[src/rtl/seq_detector_prog.sv]
// seq_detector_prog: runtime-programmable serial bit-pattern detector.
// Shifts one qualified bit per cycle into a history register and pulses
// seq_detected (registered) when the newest len bits equal the loaded pattern.
// Overlapping or non-overlapping detection is chosen per cycle by 'overlap'.
// Optional feature macro: SEQDET_COUNT_EN adds a saturating match_count output.
module seq_detector_prog #(
  parameter int MAX_LEN = 8,
  parameter int CNT_W   = 16
) (
  input  logic                         clk,
  input  logic                         rst,
  input  logic                         in_valid,
  input  logic                         in_bit,
  input  logic                         overlap,
  input  logic                         cfg_load,
  input  logic [MAX_LEN-1:0]           cfg_pattern,
  input  logic [$clog2(MAX_LEN+1)-1:0] cfg_len,
  output logic                         armed,
  output logic                         cfg_err,
  output logic                         seq_detected
`ifdef SEQDET_COUNT_EN
  ,
  output logic [CNT_W-1:0]             match_count
`endif
);

  localparam int LW = $clog2(MAX_LEN + 1);

  localparam logic [LW-1:0] LEN_MIN  = LW'(2);
  localparam logic [LW-1:0] FILL_MAX = LW'(MAX_LEN);
  localparam logic [LW-1:0] FILL_ONE = LW'(1);
  localparam logic [LW-1:0] FILL_ZERO = LW'(0);

  typedef enum logic [1:0] {
    ST_IDLE = 2'd0,
    ST_FILL = 2'd1,
    ST_RUN  = 2'd2
  } state_t;

  state_t               state_r, state_n_s;
  logic [MAX_LEN-1:0]   hist_r, hist_n_s;
  logic [MAX_LEN-1:0]   pat_r, pat_n_s;
  logic [LW-1:0]        len_r, len_n_s;
  logic [LW-1:0]        fill_r, fill_n_s;
  logic                 armed_r, cfg_err_r, det_r;
  logic                 err_n_s, det_n_s;

  logic                 accept_s;
  logic                 cfg_legal_s;
  logic [MAX_LEN-1:0]   hist_shift_s;
  logic [LW-1:0]        fill_inc_s;
  logic [MAX_LEN-1:0]   len_mask_s;
  logic                 match_s;

  // Datapath helpers: acceptance, shifted history, saturating fill and match test.
  always_comb begin
    accept_s     = in_valid && !cfg_load && (state_r != ST_IDLE);
    cfg_legal_s  = (cfg_len >= LEN_MIN) && (cfg_len <= FILL_MAX);
    hist_shift_s = {hist_r[MAX_LEN-2:0], in_bit};
    if (fill_r == FILL_MAX) begin
      fill_inc_s = fill_r;
    end else begin
      fill_inc_s = fill_r + FILL_ONE;
    end
    len_mask_s = {MAX_LEN{1'b0}};
    for (int i = 0; i < MAX_LEN; i++) begin
      len_mask_s[i] = (i < int'(len_r));
    end
    match_s = accept_s
              && (((hist_shift_s ^ pat_r) & len_mask_s) == {MAX_LEN{1'b0}})
              && (fill_inc_s >= len_r);
  end

  // Next-state logic: configuration loads take priority over stream bits.
  always_comb begin
    state_n_s = state_r;
    hist_n_s  = hist_r;
    fill_n_s  = fill_r;
    pat_n_s   = pat_r;
    len_n_s   = len_r;
    err_n_s   = 1'b0;
    det_n_s   = 1'b0;
    if (cfg_load) begin
      if (cfg_legal_s) begin
        pat_n_s   = cfg_pattern;
        len_n_s   = cfg_len;
        hist_n_s  = {MAX_LEN{1'b0}};
        fill_n_s  = FILL_ZERO;
        state_n_s = ST_FILL;
      end else begin
        state_n_s = ST_IDLE;
        err_n_s   = 1'b1;
      end
    end else begin
      case (state_r)
        ST_IDLE: begin
          state_n_s = ST_IDLE;
        end
        ST_FILL, ST_RUN: begin
          if (accept_s) begin
            hist_n_s = hist_shift_s;
            fill_n_s = fill_inc_s;
            det_n_s  = match_s;
            if (match_s && !overlap) begin
              // Non-overlap: the matched bits may not seed the next match.
              fill_n_s  = FILL_ZERO;
              state_n_s = ST_FILL;
            end else if (fill_inc_s >= len_r) begin
              state_n_s = ST_RUN;
            end else begin
              state_n_s = ST_FILL;
            end
          end else begin
            state_n_s = state_r;
          end
        end
        default: begin
          state_n_s = ST_IDLE;
        end
      endcase
    end
  end

  // State and output registers with synchronous reset.
  always_ff @(posedge clk) begin
    if (rst) begin
      state_r   <= ST_IDLE;
      hist_r    <= {MAX_LEN{1'b0}};
      fill_r    <= FILL_ZERO;
      pat_r     <= {MAX_LEN{1'b0}};
      len_r     <= FILL_ZERO;
      armed_r   <= 1'b0;
      cfg_err_r <= 1'b0;
      det_r     <= 1'b0;
    end else begin
      state_r   <= state_n_s;
      hist_r    <= hist_n_s;
      fill_r    <= fill_n_s;
      pat_r     <= pat_n_s;
      len_r     <= len_n_s;
      armed_r   <= (state_n_s != ST_IDLE);
      cfg_err_r <= err_n_s;
      det_r     <= det_n_s;
    end
  end

  assign armed        = armed_r;
  assign cfg_err      = cfg_err_r;
  assign seq_detected = det_r;

`ifdef SEQDET_COUNT_EN
  localparam logic [CNT_W-1:0] CNT_MAX = {CNT_W{1'b1}};
  localparam logic [CNT_W-1:0] CNT_ONE = CNT_W'(1);

  logic [CNT_W-1:0] cnt_r;

  // Saturating match counter, cleared by reset and by any configuration load.
  always_ff @(posedge clk) begin
    if (rst) begin
      cnt_r <= {CNT_W{1'b0}};
    end else if (cfg_load) begin
      cnt_r <= {CNT_W{1'b0}};
    end else if (match_s && (cnt_r != CNT_MAX)) begin
      cnt_r <= cnt_r + CNT_ONE;
    end else begin
      cnt_r <= cnt_r;
    end
  end

  assign match_count = cnt_r;
`endif

endmodule

[config.mk]
export PLATFORM = sky130hd
export DESIGN_NAME = seq_detector_prog
export DESIGN_NICKNAME = d
export VERILOG_FILES = /design/src/rtl/seq_detector_prog.sv
export SDC_FILE = /design/constraint.sdc
export NUM_CORES = 1
export LEC_CHECK = 0
export CAP_MARGIN = 15
export CORE_UTILIZATION = 48
export CTS_CLUSTER_SIZE = 40
export DETAILED_ROUTE_END_ITERATION = 8
export GPL_TIMING_DRIVEN = 0
export HOLD_SLACK_MARGIN = 0.05
export PLACE_DENSITY = 0.75
export SETUP_SLACK_MARGIN = 0.5
export SYNTH_ARGS = -nofsm -noshare
export SYNTH_HDL_FRONTEND = slang
export SYNTH_SLANG_ARGS = --single-unit
[constraint.sdc]
create_clock -name clk -period 2 [get_ports clk]
set_clock_uncertainty 0.05 [all_clocks]
set_input_delay 0.2 -clock clk [delete_from_list [all_inputs] [get_ports clk]]
set_output_delay 0.2 -clock clk [all_outputs]
set_load 0.05 [all_outputs]
==> results.ini, run 1 <==
[status]
status=finished with violations
violations=negative setup slack

[setup_path]
crit_path_max_fanout=4
crit_required_ns=2.20
crit_chain=inv_2 -> ha_4 -> nand2_4 -> nor2_4 -> xnor2_2 -> ha_1 -> nand2b_4 -> a21oi_2 -> o21a_1 -> and4bb_2 -> o31ai_1
ff2ff_path_depth=11
startpoint=fill_r[0]
critPathSlowestCell=dfxtp_2
slowest_delay_ns=0.36
crit_path_end=fill_r[0]
crit_type=reg -> reg
arrival_ns=2.26
critPathCaptureType=flip-flop
cp-start-kind=flip-flop
r2r-end=fill_r[0]
rr_startpoint=fill_r[0]
reg2reg_slack_ns=-0.06

[finish]
drive_gt1_share_pct=27.78
fin_cells=229
seq_area_um2=565.5
area_growth_pct=39.24
fillers=220
final_nets=224
num_antenna_cells=0
multi_input_area_um2=938.4
post-route-util_pct=71.35
stdcell_area_um2=1984

[power]
p_clk_share_pct=26.3
leakagePower_nw=0.8354
p_int_mw=0.7927
power_switching_mw=0.2637
power_frac_comb_pct=18.4
p_per_area_nw_per_um2=532.4
switching_share_pct=24.97
max-vdd-ir-drop_uv=489.2
seqPwrFrac_pct=55.3

[sta]
worstMarginPinSlew_ns=0.4982
slew_violations=0
maxSlewHeadroom_pct=66.92
period_share_pct=103.0
setup_ws_ns=-0.05971
hold_slack_ns=0.1371
fmax_ghz=0.4855
timing_hold_violations_final=0
setup_viol=4
min_period_ns=2.060
rsz0062_at_grt=yes

[clocking]
clock_sinks=28
cts_made_buffers=3
cts_tree=yes
clk-insertion-delay-late_ns=0.33
cts_root_buffer=clkbuf_4
h-tree-depth=1
path_clk_slew_ns=0.15
clockBufferDepth=2

[grt]
grt_pass1_vias=1267
use_met1_pct=26.56
use_met3_pct=2.304
grt_max_degree=16
overflow=0
grt_pass1_wl_mm=5.444
grt_use_total_pct=21.59
antenna_found_initial=0
grt_busiest_layer=met2
use_met2_pct=39.33

[synthesis]
syn_inst=159
synth_seq_cells=28
synth_top_area_share_pct=39.33
yosys_warnings=0
yosysTopAreaCell=dfxtp_1
synth_common_cells=28 x dfxtp_1, 16 x nand2_1, 15 x nor2_1, 10 x a21oi_1, 10 x mux2i_1
async_flop_share_pct=0
synthDistinctLibCells=40
yosysMostFrequentCell=dfxtp_1
ys_seq_area_share_pct=39.33
synth.top_cells.by_area=dfxtp_1 39%, mux2i_1 7.0%, ha_1 6.1%
synth_ff_type=dfxtp_1
syn_avg_cell_area_um2=8.963
synth_edf_count=0
syn_nets=184
syn-cell-area_um2=1425

[place]
dp_cells=209
place_congestion=0.7648
port_buffers=19
dp_hpwl_mm=2.130
place_area_um2=1683

[die]
start_util_pct=51.24
io-pin-count=21
dieHeight_um=56.49
rows=19
die_width_um=56.49
core_um2=2781
dieArea_um2=3191

[routing]
drc=0
avgRoutedWirePerCell_um=13.94
antenna_left=0
drt_pass1_iterations=4
drt-total-wl_mm=3.192
vias=1270
avgViaCountPerCell=5.546
first_iter_violations=27

[job]
maxCapViolCount=0

[hold_path]
hold_path.class=in -> reg

## how the worst min path moves through the flow
stage	to	cells after the start	startpoint	slack, ns
final	pat_r[7]	2	rst	0.14
after global routing	len_r[3]	2	rst	0.16
after floorplan	hist_r[0]	2	in_bit	0.29
after detailed placement	fill_r[1]	2	fill_r[1]	0.41
after CTS	len_r[3]	2	rst	0.12
after global placement	fill_r[1]	2	fill_r[1]	0.41
## metrics by stage
stage	setup slack, ns	TNS [ns]	power (mW)
after floorplan	-0.01059	-0.01059	0.6807
after global routing	-0.1880	-0.7589	1.094
after CTS	-0.08078	-0.1048	1.046
final	-0.05971	-0.1149	1.056
after detailed placement	-0.2224	-0.9746	0.7386
after global placement	-0.1706	-0.6242	0.7355
## flip-flops by register name, indices dropped and copies added, names as in the netlist
signal and count:
armed 1, len_r 4, pat_r 8, seq_detected 1, state_r 2, cfg_err 1, fill_r 4, hist_r 7
## power by group through the flow
stage / clock, mW / combinational [mW] / sequential (mW)
2_1_floorplan: 0 / 0.0804 / 0.600
3_3_place_gp: 0 / 0.140 / 0.596
3_5_place_dp: 0 / 0.142 / 0.596
4_1_cts: 0.285 / 0.176 / 0.584
5_1_grt: 0.300 / 0.208 / 0.586
6_report: 0.278 / 0.194 / 0.584
## layout by cell type (no fill, tap or decap), drive strengths merged, types with 2 or more instances in the layout
| master | instances |
|---|---|
| a22o | 5 |
| nor4 | 2 |
| or3b | 2 |
| dlygate4sd2 | 5 |
| clkdlybuf4s50 | 12 |
| nor2 | 15 |
| xnor2 | 7 |
| o21ai | 12 |
| xor2 | 3 |
| o31ai | 3 |
| inv | 8 |
| mux2i | 10 |
| nand2 | 17 |
| buf | 19 |
| ha | 7 |
| a21oi | 10 |
| nor3b | 3 |
| nand3 | 5 |
| dfxtp | 28 |
| clkbuf | 6 |
## metal layers
layer | part of all wire (%) | up-vias | routed length, um
li1 | - | 642 | -
met1 | 45 | 597 | 1437
met2 | 51 | 27 | 1623
met3 | 3.3 | 4 | 104
met4 | 0.81 | 0 | 26
met5 | 0 | - | 0
## cells by family after synthesis
group / after synthesis / synth area share, %
AO/OA/AOI/OAI: 37 / 16.68
XOR/XNOR: 10 / 6.146
AND/OR/NAND/NOR: 54 / 20.46
buffers and inverters: 13 / 4.214
multiplexers: 10 / 7.024
adder cells (fa/ha/maj): 7 / 6.145
flip-flops: 28 / 39.33
## area by class of cell
class	instances	share of cell area [%]
multi-input cells	118	47.29
flip-flops and latches	28	28.50
repair buffers	35	17.15
well taps	31	1.955
clock buffers	4	1.829
plain buffers	5	1.765
inverters	8	1.513
## critical path, delay by kind of cell, from the launching register on
kind            cells  cell delay [ns]
xor+xnor            1             0.16
flops               1             0.36
compound gates      3             0.43
simple gates        4             0.50
fa+ha+maj           2             0.41
buf+inv             1             0.05
## repair_timing
item,4_1_cts,5_1_grt
hold buffers,0,0
endpoints found under the setup margin,28,21
pin swaps,10,8
gates cloned,1,0
gates resized for setup,30,7
buffers inserted,10,5
Power figures use the tool's default switching activity.
==> run 2, diff against run 1 <==
CORE_UTILIZATION = 53   (was 48)
PLACE_DENSITY = 0.79   (was 0.75)
SETUP_SLACK_MARGIN = not set   (was 0.5)
clock period = 2.2 ns   (was 2 ns; I/O delays follow)
==> run 2 against run 1 <==
The flow now finishes without violations. Critical path depth stayed put. Combinational power is 30% lower. Utilization is 0.32 points lower. Worst setup slack better by 0.14 ns. Sequential power is 8.9% lower. Power is 12% lower. Register-to-register slack better by 0.14 ns. Sequential share of layout area is 3.2 points higher. Critical path type unchanged. Highest routed layer unchanged.
==> results.ini, run 2 (synthesis results as in run 1) <==
[finish]
multi_input_area_um2=850.8  ; -9.3%
area_growth_pct=24.58
stdcell_area_um2=1775  ; -11%
fillers=198  ; -10%
layout_common_cells=26 x dfxtp_1, 19 x clkdlybuf4s50_1, 15 x nand2_1
largest_register=pat_r
mostFrequentLayoutCell=dfxtp_1
fin_cells=217  ; -5.2%
seq_area_um2=563.0  ; -0.44%
largest_reg_flops=8  ; unchanged
reg_top3=pat_r (8), hist_r (7)
num_antenna_cells=0  ; unchanged
final_nets=213  ; -4.9%
drive_gt1_share_pct=15.51  ; -12 points

[routing]
avgRoutedWirePerCell_um=14.08  ; +1.0%
drt_pass1_iterations=4  ; unchanged
vias=1231  ; -3.1%
avgViaCountPerCell=5.673  ; +2.3%
drt-total-wl_mm=3.056  ; -4.3%
antenna_left=0  ; unchanged
first_iter_violations=21  ; -22%
drc=0  ; unchanged

[sta]
worstMarginPinSlew_ns=0.6479  ; +0.1497 ns
timing_hold_violations_final=0  ; unchanged
min_period_ns=2.122  ; +0.06274 ns
setup_viol=0  ; -4
slew_violations=0  ; unchanged
period_share_pct=96.48  ; -6.5 points
rsz0062_at_grt=yes
hold_slack_ns=0.1117  ; -0.02533 ns
maxSlewHeadroom_pct=56.73  ; -10 points
fmax_ghz=0.4712  ; -3.0%

[grt]
overflow=0  ; unchanged
grt_pass1_vias=1192  ; -5.9%
grt_use_total_pct=24.20  ; +2.6 points
grt_max_degree=16  ; unchanged
antenna_found_initial=0  ; unchanged
grt_pass1_wl_mm=5.106  ; -6.2%

[die]
io-pin-count=21  ; unchanged
core_um2=2500  ; -10%
rows=18  ; -1
dieArea_um2=2900  ; -9.1%
dieHeight_um=53.86  ; -4.7%
die_width_um=53.86  ; -4.7%
start_util_pct=57.01  ; +5.8 points

[setup_path]
crit_chain=inv_2 -> ha_4 -> nand2_4 -> nor2_4 -> xnor2_2 -> ha_1 -> nand2b_4 -> a21oi_2 -> o21a_1 -> and4bb_2 -> o31ai_1
arrival_ns=2.34  ; +0.08 ns
cp-start-kind=flip-flop
rr_startpoint=fill_r[0]
crit_type=reg -> reg
crit_path_max_fanout=4  ; unchanged
critPathSlowestCell=dfxtp_2
critPathCaptureType=flip-flop
r2r-end=fill_r[0]
crit_required_ns=2.42  ; +0.22 ns
reg2reg_slack_ns=0.08  ; +0.14 ns
ff2ff_path_depth=11  ; unchanged
slowest_delay_ns=0.36  ; about the same

[clocking]
cts_made_buffers=3  ; unchanged
clk-insertion-delay-late_ns=0.34  ; about the same
cts_root_buffer=clkbuf_4
clock_sinks=28  ; unchanged
path_clk_slew_ns=0.15  ; about the same
cts_tree=yes
h-tree-depth=1  ; unchanged
clockBufferDepth=2  ; unchanged

[status]
status=finished clean

[power]
totalPowerFinal_mw=0.9276  ; -12%
leakagePower_nw=0.7126  ; -15%
p_per_area_nw_per_um2=522.5  ; -1.9%
max-vdd-ir-drop_uv=443.1  ; -9.4%

[place]
port_buffers=19  ; unchanged
place_area_um2=1653  ; -1.8%
dp_cells=208  ; -0.48%
place_congestion=0.8164  ; +6.7%
dp_hpwl_mm=2.295  ; +7.8%

[hold_path]
min_path_cells=2  ; unchanged
whs_endpoint=len_r[3]
hp-start=rst
hold_path.class=in -> reg

[job]
maxCapViolCount=0  ; unchanged

## run 2: per-layer routing
metal / up-vias / GRT usage, % / part of all wire, %
li1: 618 / - / -
met1: 585 / 29.38 / 45
met2: 26 / 43.83 / 52
met3: 2 / 2.542 / 2.7
met4: 0 / 7.895 / 0.98
met5: - / 0 / 0
## run 2: worst max-delay path, delay by kind of cell (launching register included)
family          cells  cell delay, ns
fa+ha+maj           2            0.39
xor+xnor            1            0.13
simple gates        4            0.59
flops               1            0.36
compound gates      3            0.45
buf+inv             1            0.07
## run 2: final cells by class
type                    count  area share [%]
plain buffers               5           1.691
clock buffers               4           2.044
inverters                   8           1.691
multi-input cells         118           47.92
flip-flops and latches     28           31.71
well taps                  30           2.114
repair buffers             24           12.83
## run 2: how the worst max path moves through the flow
stage                   start        end  slack (ns)  cells past startpoint
floorplan           fill_r[0]  fill_r[0]        0.09                     11
global placement    fill_r[0]  fill_r[0]       -0.08                     11
detailed placement  fill_r[0]  fill_r[0]       -0.15                     11
CTS                 fill_r[0]  fill_r[0]       0.003                     11
global route        fill_r[0]  fill_r[0]       -0.03                     11
finish              fill_r[0]  fill_r[0]        0.08                     11
## run 2: power by group
part / switching, mW / total, mW / internal (mW)
sequential: 0.0115 / 0.532 / 0.521
combinational: 0.0662 / 0.136 / 0.0697
clock: 0.158 / 0.260 / 0.102
## run 2: through the flow
step | util [%] | setup WS [ns] | setup TNS (ns)
2_1_floorplan | - | 0.09461 | 0
3_3_place_gp | 66.12 | -0.07922 | -0.1022
3_5_place_dp | 66.12 | -0.1480 | -0.3867
4_1_cts | 68.87 | 0.002870 | 0
5_1_grt | 71.02 | -0.03466 | -0.03466
6_report | 71.02 | 0.07754 | 0
## run 2: repair_timing
action,4_1_cts,5_1_grt
buffers inserted,3,2
resized for setup,4,10
gates cloned,0,0
hold endpoints to repair,0,0
pin swaps,6,8
endpoints found under the setup margin,4,4
hold buffers,0,0
